$ cat src/rtl/cdma_seq_ctrl.sv
`default_nettype none
// ============================================================================
// Module   : cdma_seq_ctrl
// Brief    : Gold-code spreader/despreader sequencer: seed load, chip pacing,
//            MSB-first byte serialisation and majority decode of RX chips.
// Revision : 1.0  initial release
// ============================================================================
module cdma_seq_ctrl #(
   parameter int unsigned CHIPS_PER_BIT = 31,
   parameter int unsigned CHIP_DIV      = 1
) (
   input  logic       clk_i,
   input  logic       rst_ni,
   input  logic       start_i,
   input  logic       stop_i,
   input  logic [4:0] seed_i,
   input  logic [7:0] tx_data_i,
   input  logic       tx_valid_i,
   output logic       tx_ready_o,
   output logic       gen_load_o,
   output logic [4:0] gen_seed_o,
   output logic       chip_stb_o,
   output logic       signal_o,
   input  logic       rx_chip_i,
   output logic [7:0] rx_data_o,
   output logic       rx_valid_o,
   output logic       busy_o,
   output logic       seed_err_o
);

   localparam logic [7:0] c_div_last = 8'(CHIP_DIV - 1);
   localparam logic [7:0] c_cpb_last = 8'(CHIPS_PER_BIT - 1);
   localparam logic [8:0] c_half     = 9'(CHIPS_PER_BIT / 2);

   typedef enum logic [1:0] {
      S_IDLE   = 2'd0,
      S_LOAD   = 2'd1,
      S_WAIT   = 2'd2,
      S_SPREAD = 2'd3
   } state_t;

   state_t     r_state;
   logic [7:0] r_byte;
   logic [2:0] r_bit_idx;
   logic [7:0] r_div_cnt;
   logic [7:0] r_chip_cnt;
   logic [7:0] r_ones;
   logic [6:0] r_rx_shift;
   logic       r_stop_pending;

   logic       r_tx_ready;
   logic       r_gen_load;
   logic [4:0] r_gen_seed;
   logic       r_chip_stb;
   logic       r_signal;
   logic [7:0] r_rx_data;
   logic       r_rx_valid;
   logic       r_busy;
   logic       r_seed_err;

   logic       w_stb;
   logic       w_stb_next;
   logic       w_bit_end;
   logic       w_bit_dec;
   logic [7:0] w_div_next;
   logic [8:0] w_ones_total;

   always_comb begin
      w_stb        = (r_state == S_SPREAD) && (r_div_cnt == c_div_last);
      w_div_next   = (r_div_cnt == c_div_last) ? 8'd0 : r_div_cnt + 8'd1;
      w_stb_next   = (w_div_next == c_div_last);
      w_bit_end    = w_stb && (r_chip_cnt == c_cpb_last);
      // the chip arriving with the final strobe still counts toward the vote
      w_ones_total = {1'b0, r_ones} + {8'd0, rx_chip_i};
      w_bit_dec    = (w_ones_total > c_half);
   end

   always_ff @(posedge clk_i or negedge rst_ni) begin
      if (!rst_ni) begin
         r_state        <= S_IDLE;
         r_byte         <= 8'd0;
         r_bit_idx      <= 3'd0;
         r_div_cnt      <= 8'd0;
         r_chip_cnt     <= 8'd0;
         r_ones         <= 8'd0;
         r_rx_shift     <= 7'd0;
         r_stop_pending <= 1'b0;
         r_tx_ready     <= 1'b0;
         r_gen_load     <= 1'b0;
         r_gen_seed     <= 5'd0;
         r_chip_stb     <= 1'b0;
         r_signal       <= 1'b0;
         r_rx_data      <= 8'd0;
         r_rx_valid     <= 1'b0;
         r_busy         <= 1'b0;
         r_seed_err     <= 1'b0;
      end else begin
         r_gen_load <= 1'b0;
         r_rx_valid <= 1'b0;
         case (r_state)
            S_IDLE: begin
               if (start_i) begin
                  if (seed_i == 5'd0) begin
                     r_seed_err <= 1'b1;
                  end else begin
                     r_gen_seed <= seed_i;
                     r_seed_err <= 1'b0;
                     r_gen_load <= 1'b1;
                     r_busy     <= 1'b1;
                     r_state    <= S_LOAD;
                  end
               end
            end
            S_LOAD: begin
               if (r_stop_pending) begin
                  r_stop_pending <= 1'b0;
                  r_busy         <= 1'b0;
                  r_state        <= S_IDLE;
               end else begin
                  r_tx_ready <= 1'b1;
                  r_state    <= S_WAIT;
               end
            end
            S_WAIT: begin
               if (stop_i || r_stop_pending) begin
                  r_stop_pending <= 1'b0;
                  r_tx_ready     <= 1'b0;
                  r_busy         <= 1'b0;
                  r_state        <= S_IDLE;
               end else if (tx_valid_i) begin
                  r_byte     <= tx_data_i;
                  r_bit_idx  <= 3'd7;
                  r_chip_cnt <= 8'd0;
                  r_ones     <= 8'd0;
                  r_div_cnt  <= 8'd0;
                  r_tx_ready <= 1'b0;
                  r_signal   <= tx_data_i[7];
                  r_chip_stb <= (c_div_last == 8'd0);
                  r_state    <= S_SPREAD;
               end
            end
            S_SPREAD: begin
               r_div_cnt  <= w_div_next;
               r_chip_stb <= w_stb_next;
               if (stop_i) begin
                  r_stop_pending <= 1'b1;
               end
               if (w_bit_end) begin
                  r_rx_shift <= {r_rx_shift[5:0], w_bit_dec};
                  r_ones     <= 8'd0;
                  r_chip_cnt <= 8'd0;
                  if (r_bit_idx == 3'd0) begin
                     // reload the seed every byte so the receiver stays chip-aligned
                     r_rx_data  <= {r_rx_shift, w_bit_dec};
                     r_rx_valid <= 1'b1;
                     r_gen_load <= 1'b1;
                     r_signal   <= 1'b0;
                     r_chip_stb <= 1'b0;
                     r_state    <= S_LOAD;
                  end else begin
                     r_bit_idx <= r_bit_idx - 3'd1;
                     r_signal  <= r_byte[r_bit_idx - 3'd1];
                  end
               end else if (w_stb) begin
                  r_ones     <= r_ones + {7'd0, rx_chip_i};
                  r_chip_cnt <= r_chip_cnt + 8'd1;
               end
            end
            default: begin
               r_state <= S_IDLE;
            end
         endcase
      end
   end

   assign tx_ready_o = r_tx_ready;
   assign gen_load_o = r_gen_load;
   assign gen_seed_o = r_gen_seed;
   assign chip_stb_o = r_chip_stb;
   assign signal_o   = r_signal;
   assign rx_data_o  = r_rx_data;
   assign rx_valid_o = r_rx_valid;
   assign busy_o     = r_busy;
   assign seed_err_o = r_seed_err;

endmodule
`default_nettype wire
$ cat config.mk
export PLATFORM = sky130hd
export DESIGN_NAME = cdma_seq_ctrl
export DESIGN_NICKNAME = d
export VERILOG_FILES = /design/src/rtl/cdma_seq_ctrl.sv
export SDC_FILE = /design/constraint.sdc
export NUM_CORES = 1
export LEC_CHECK = 0
export ABC_AREA = 1
export CAP_MARGIN = 20
export CORE_MARGIN = 2
export CORE_UTILIZATION = 60
export DETAILED_ROUTE_END_ITERATION = 8
export DONT_BUFFER_PORTS = 1
export GPL_ROUTABILITY_DRIVEN = 1
export PLACE_DENSITY = 0.85
export SYNTH_ARGS = -nofsm -noshare
export SYNTH_HDL_FRONTEND = slang
export SYNTH_SLANG_ARGS = --single-unit
$ cat constraint.sdc
create_clock -name clk_i -period 1.9 [get_ports clk_i]
set_input_delay 0.57 -clock clk_i [delete_from_list [all_inputs] [get_ports clk_i]]
set_output_delay 0.57 -clock clk_i [all_outputs]
set_load 0.02 [all_outputs]
==> results_dict.tcl, run 1 <==
set metrics [dict create \
    status "finished, violations left" \
    violations "hold timing" \
    holdWs_ns -0.0920 \
    crit_chain "inv_1, ha_1, nand2_1, nor2_1, nand2_1, nand2_2, nand2_8, nor2_4, inv_2, o22ai_1" \
    antenna_left 0 \
    path_clk_slew_ns 0.08 \
    fin_skew_ns 0.00616 \
    power.density_nw_per_um2 1230 \
    synth_seq_area_share_pct 49.4 \
    first_iter_violations 302 \
    drt_wl_total_mm 7.19 \
    rows 26 \
    slowest_stage "dfrtp_1" \
    core_area_sq_um 5200 \
    cp_max_fo 10 \
    vias 2766 \
    grt_start_max_net_pins 66 \
    vias_per_cell 5.55 \
    antenna_found_initial 0 \
    hold_class "input port to async pin" \
    syn_to_final_growth_pct 13.6 \
    crit_top_cell "nand2_1" \
    async_reset_ff_share_pct 100 \
    max-cap-violations 0 \
    p_leak_nw 1.87 \
    ys_seq_elements 65 \
    hold_viol 65 \
    clkLatencyLatePin_ns 0.35 \
    fillers 375 \
    hpwl_mm 4.73 \
    die_x_um 78.1 \
    io_pins 39 \
    worstMarginPinSlew_ns 0.325 \
    worstSetupStartpointType "register" \
    cts_sinks 65 \
    path_class "register to register" \
    synth_top_cell_by_area "dfrtp_1" \
    grt_pass1_vias 2790 \
    gr-total-overflow 0 \
    synth.avg_cell_area_sq_um 8.13 \
    synth_top_area_share_pct 49.4 \
    path_delay_family "simple AND/OR/NAND/NOR gates" \
    register_area_sq_um 1630 \
    dieArea_sq_um 6090 \
    multiInputGateArea_sq_um 1460 \
    cp_num_buf_inv 2 \
    power_mw 4.62 \
    synth_common_cells "nand2_1, dfrtp_1, inv_1, nor2_1, o21ai_0" \
    final_cells 498 \
    drc 0 \
    avgRoutedWirePerCell_um 14.4 \
    max_freq_ghz 0.557 \
    grt_pass1_wl_mm 12.2 \
    grt_usage_pct 25.7 \
    synth_top_cells_by_area "dfrtp_1, nand2_1, inv_1" \
    slowest_delay_ns 0.40 \
    end_kind "register" \
    synth_edf_count 0 \
    gp_congestion 0.875 \
    critical_path_depth 10 \
    port_buffers 0 \
    diodes 0 \
    synth_cell_types 32 \
    finalCritPeriodShare_pct 94.5 \
    netlist_area_sq_um 3290 \
    final_max_slew_viol_count 0 \
    cts_tree "done" \
    initial_core_util_pct 63.2 \
    drtPass1Iterations 8 \
    min_period_ns 1.80 \
    synth_nets 436 \
    drive_gt1_share_pct 11.7 \
    yosysWarnings 0 \
    clockBufferDepth 2 \
    cts_root_buf "clkbuf_8" \
    finalSetupTns_ns 0 \
    reg2reg_to "r_chip_cnt[6]$_DFFE_PN0P_" \
    synth_ff_type "dfrtp_1" \
    syn_inst 405 \
    die_y_um 78.1 \
    post-synth-top-count-cell "nand2_1" \
    final_nets 454 \
    h-tree-depth 3 \
    relSlewSlack_pct 78.3 \
    reg2reg_depth 10 \
    peakVddDrop_mv 1.04 \
    numCtsBuffers 9 \
    worstPathRequired_ns 2.16 \
    dp_cells 480 \
    arrival_ns 2.06 \
    setup-violations-final 0 \
    reg2reg_from "r_div_cnt[0]$_DFFE_PN0P_" \
    r2r_slack_ns 0.10 \
]
[cell families (layout without fill, tap and decap cells)]
family	after synthesis	count (layout)	synth area share, %
adders and majority gates	12	12	4.56
xor gates and xnor gates	9	9	2.39
DFF	65	65	49.4
AOI/OAI and AO/OA	77	77	13.0
buffers and inverters	65	88	7.87
and+or+nand+nor	177	177	22.7
[cells in the final DEF, fill, tap and decap left out, types with 2 or more instances in the layout]
| master | count |
|---|---|
| a21oi_1 | 15 |
| a22o_1 | 2 |
| buf_4 | 11 |
| bufinv_16 | 2 |
| clkbuf_8 | 11 |
| dfrtp_1 | 64 |
| ha_1 | 10 |
| inv_1 | 56 |
| inv_2 | 3 |
| inv_6 | 2 |
| nand2_1 | 104 |
| nand2_2 | 4 |
| nand3_1 | 12 |
| nand4_1 | 4 |
| nor2_1 | 36 |
| nor2_2 | 3 |
| nor3_1 | 6 |
| o211ai_1 | 2 |
| o21a_1 | 2 |
| o21ai_0 | 36 |
| o21ai_1 | 7 |
| o22ai_1 | 12 |
| xnor2_1 | 2 |
| xor2_1 | 7 |
[how the worst max path moves through the flow]
stage / startpoint / to / slack, ns
3_5_place_dp: rx_chip_i / rx_data_o[0]$_DFFE_PN0P_ / 0.01
3_3_place_gp: rx_chip_i / rx_data_o[0]$_DFFE_PN0P_ / 0.1
4_1_cts: r_state[0]$_DFFE_PN0P_ / r_ones[7]$_DFFE_PN0P_ / 0.07
6_report: r_div_cnt[0]$_DFFE_PN0P_ / r_chip_cnt[6]$_DFFE_PN0P_ / 0.10
5_1_grt: r_state[0]$_DFFE_PN0P_ / r_chip_cnt[6]$_DFFE_PN0P_ / -0.008
2_1_floorplan: r_state[0]$_DFFE_PN0P_ / r_ones[0]$_DFFE_PN0P_ / 0.13
[layout make-up]
type	instances	area share (%)
Clock buffer	11	4.05
Clock inverter	5	2.28
Timing Repair Buffer	12	2.74
Multi-Input combinational cell	275	39.0
Inverter	60	6.09
Tap cell	70	2.34
Sequential cell	65	43.5
[flip-flops by register name (all words and copies together) (netlist names)]
register,count
gen_load_o,1
r_chip_cnt,8
tx_ready_o,1
r_state,2
seed_err_o,1
r_rx_shift,7
r_ones,8
gen_seed_o,5
busy_o,1
signal_o,1
r_div_cnt,8
chip_stb_o,1
rx_valid_o,1
r_stop_pending,1
rx_data_o,8
r_bit_idx,3
r_byte,8
[metal layers]
metal / GRT usage, % / wire (um)
met1: 33.0 / 3100
met2: 41.1 / 3540
met4: 11.6 / 123
met3: 7.01 / 414
met5: 0 / 0
[repair_timing]
item | 4_1_cts | 5_1_grt
hold endpoints to repair | 65 | 65
setup buffers | 0 | 2
gates resized for setup | 0 | 13
endpoints found under the setup margin | 0 | 27
[where the power goes]
part / total [mW] / switching, mW / internal (mW)
logic: 1.17 / 0.715 / 0.459
registers: 2.05 / 0.361 / 1.69
clock network: 1.39 / 0.575 / 0.820
[through the flow]
stage / instance area [sq um] / setup slack, ns / utilization (%)
after global placement: 3440 / 0.0959 / 66.0
after detailed placement: 3440 / 0.0119 / 66.0
final: 3740 / 0.104 / 71.8
after floorplan: 3290 / 0.128 / -
after global routing: 3740 / -0.00826 / 71.8
after CTS: 3670 / 0.0716 / 70.6
Power figures use the tool's default switching activity.
==> run 2, diff against run 1 <==
Settings changed: REMOVE_ABC_BUFFERS set to 1, SKIP_CTS_REPAIR_TIMING set to 1.
==> run 2 against run 1 <==
  * The flow still finishes with violations (hold timing)
  * First-iteration DRC count down 37%
  * Critical path depth up 1
  * Sequential power about the same
  * Clock power down 10%
  * Non-clock buffer count up 4
  * Register-to-register slack worse by 0.03 ns
==> results_dict.tcl, run 2 (same netlist as run 1, synthesis figures left out) <==
set metrics [dict create \
    status "finished, violations left" \
    violations "hold timing" \
    power.density_nw_per_um2 1210 \
    power_frac_comb_pct 26.4 \
    hpwl_mm 4.75 \
    power_mw 4.47 \
    max-cap-violations 0 \
    die_x_um 78.1 \
    grt.met3_usage_pct 5.29 \
    cts_tree "done" \
    grt_use_met1_pct 29.8 \
    worstSetupStartpointType "register" \
    path_delay_family "simple AND/OR/NAND/NOR gates" \
    relSlewSlack_pct 78.1 \
    diodes 0 \
    rows 26 \
    clock_power_share_pct 28.1 \
    dieArea_sq_um 6090 \
    numCtsBuffers 9 \
    fin_skew_ns 0.00761 \
    final_nets 459 \
    drt_wl_total_mm 6.92 \
    grt_pass1_vias 2628 \
    core_area_sq_um 5200 \
    io_pins 39 \
    cp_max_fo 6 \
    vias 2742 \
    avgRoutedWirePerCell_um 13.8 \
    drive_gt1_share_pct 11.3 \
    h-tree-depth 3 \
    p_leak_nw 1.88 \
    drc 0 \
    setup-violations-final 0 \
    min_period_ns 1.83 \
    p_seq_share_pct 45.6 \
    met2_usage_pct 40.5 \
    path_clk_slew_ns 0.07 \
    first_iter_violations 190 \
    crit_top_cell "nand2_1" \
    antenna_left 0 \
    grt_pass1_wl_mm 11.6 \
    end_kind "register" \
    drtPass1Iterations 4 \
    holdWs_ns -0.0878 \
    place_area_sq_um 3420 \
    die_y_um 78.1 \
    hold_class "input port to async pin" \
    peakVddDrop_mv 0.849 \
    cts_sinks 65 \
    syn_to_final_growth_pct 12.4 \
    arrival_ns 2.06 \
    grt_start_max_net_pins 66 \
    finalCritPeriodShare_pct 96.2 \
    clkLatencyLatePin_ns 0.35 \
    worstPathRequired_ns 2.13 \
    power.internal_mw 2.88 \
    grt_setup_unrepaired "true" \
    design_area_sq_um 3700 \
    worst_slack_ns 0.0723 \
    worstMarginPinSlew_ns 0.328 \
    power.switching_mw 1.59 \
    slowest_delay_ns 0.42 \
    initial_core_util_pct 63.2 \
    final_max_slew_viol_count 0 \
    grt_usage_pct 24.4 \
    hold_viol 65 \
    port_buffers 0 \
    mostFrequentLayoutCells "nand2_1, dfrtp_1, inv_1" \
    gr-total-overflow 0 \
    final_common_cell "nand2_1" \
    max_freq_ghz 0.547 \
    vias_per_cell 5.45 \
    clockBufferDepth 2 \
    crit_chain "ha_1, inv_2, nor2_1, nand2_1, nor2_2, nand2_1, nand2_2, buf_6, a21oi_1, o22ai_1, inv_1" \
    slowest_stage "dfrtp_1" \
    place_ws_ns 0.0361 \
    path_class "register to register" \
    busiest_layer "met2" \
    cp_num_buf_inv 3 \
    swShare_pct 35.6 \
    cts_root_buf "clkbuf_8" \
    antenna_found_initial 0 \
    gp_congestion 0.880 \
]
==> run 2: cell count changes in the layout (fill, tap and decap cells not counted), moves of 2 or more <==
cell      previous run  this run
clkinv_2             0         3
inv_6                2         0
ha_1                10        12
clkbuf_8            11         9
nand2_1            104       106
buf_4               11        15
==> run 2: cell type report <==
type	count	area (sq um)
inverters	60	230
well taps	70	87.6
multi-input cells	276	1420
repair buffers	16	124
fillers	394	1500
clock inverters	6	82.6
clock buffers	10	128
flip-flops and latches	65	1630
==> run 2: layer usage <==
layer | routed length (um) | share of wire [%]
met4 | 114 | 1.6
met1 | 2930 | 42
met3 | 360 | 5.2
met2 | 3520 | 51
met5 | 0 | 0
==> run 2: power groups by stage <==
stage	sequential, mW	clock (mW)	combinational, mW
CTS	2.03	1.27	1.10
detailed placement	2.05	0	1.08
global route	2.07	1.32	1.35
finish	2.04	1.25	1.18
floorplan	1.99	0	0.825
global placement	2.04	0	1.02
==> run 2: worst register-to-register path, delay by kind of cell (launching register included) <==
family / cells / cell delay (ns)
flip-flops: 1 / 0.42
AO/OA/AOI/OAI: 2 / 0.20
AND/OR/NAND/NOR: 5 / 0.62
adder cells (fa/ha/maj): 1 / 0.21
buffers and inverters: 3 / 0.28
==> run 2: worst paths after layout <==
| path | from | to | slack (ns) | cells after the start |
|---|---|---|---|---|
| min | rst_ni | chip_stb_o$_DFFE_PN0P_ | -0.09 | 0 |
| max | r_state[0]$_DFFE_PN0P_ | r_chip_cnt[3]$_DFFE_PN0P_ | 0.07 | 11 |
| min in group clk_i | seed_i[0] | gen_seed_o[0]$_DFFE_PN0P_ | 0.33 | 2 |
| max reg2reg | r_state[0]$_DFFE_PN0P_ | r_chip_cnt[3]$_DFFE_PN0P_ | 0.07 | 11 |
| max in group asynchronous | rst_ni | r_chip_cnt[1]$_DFFE_PN0P_ | 1.90 | 0 |
| min reg2reg | r_byte[1]$_DFFE_PN0P_ | r_byte[1]$_DFFE_PN0P_ | 0.47 | 2 |
==> run 2: through the flow <==
stage | TNS, ns | util, % | cells
6_report | 0 | 71.1 | 503
5_1_grt | -0.529 | 71.1 | 503
4_1_cts | 0 | 69.8 | 496
3_5_place_dp | 0 | 65.8 | 480
3_3_place_gp | 0 | 65.8 | 480
2_1_floorplan | -0.0120 | - | 400
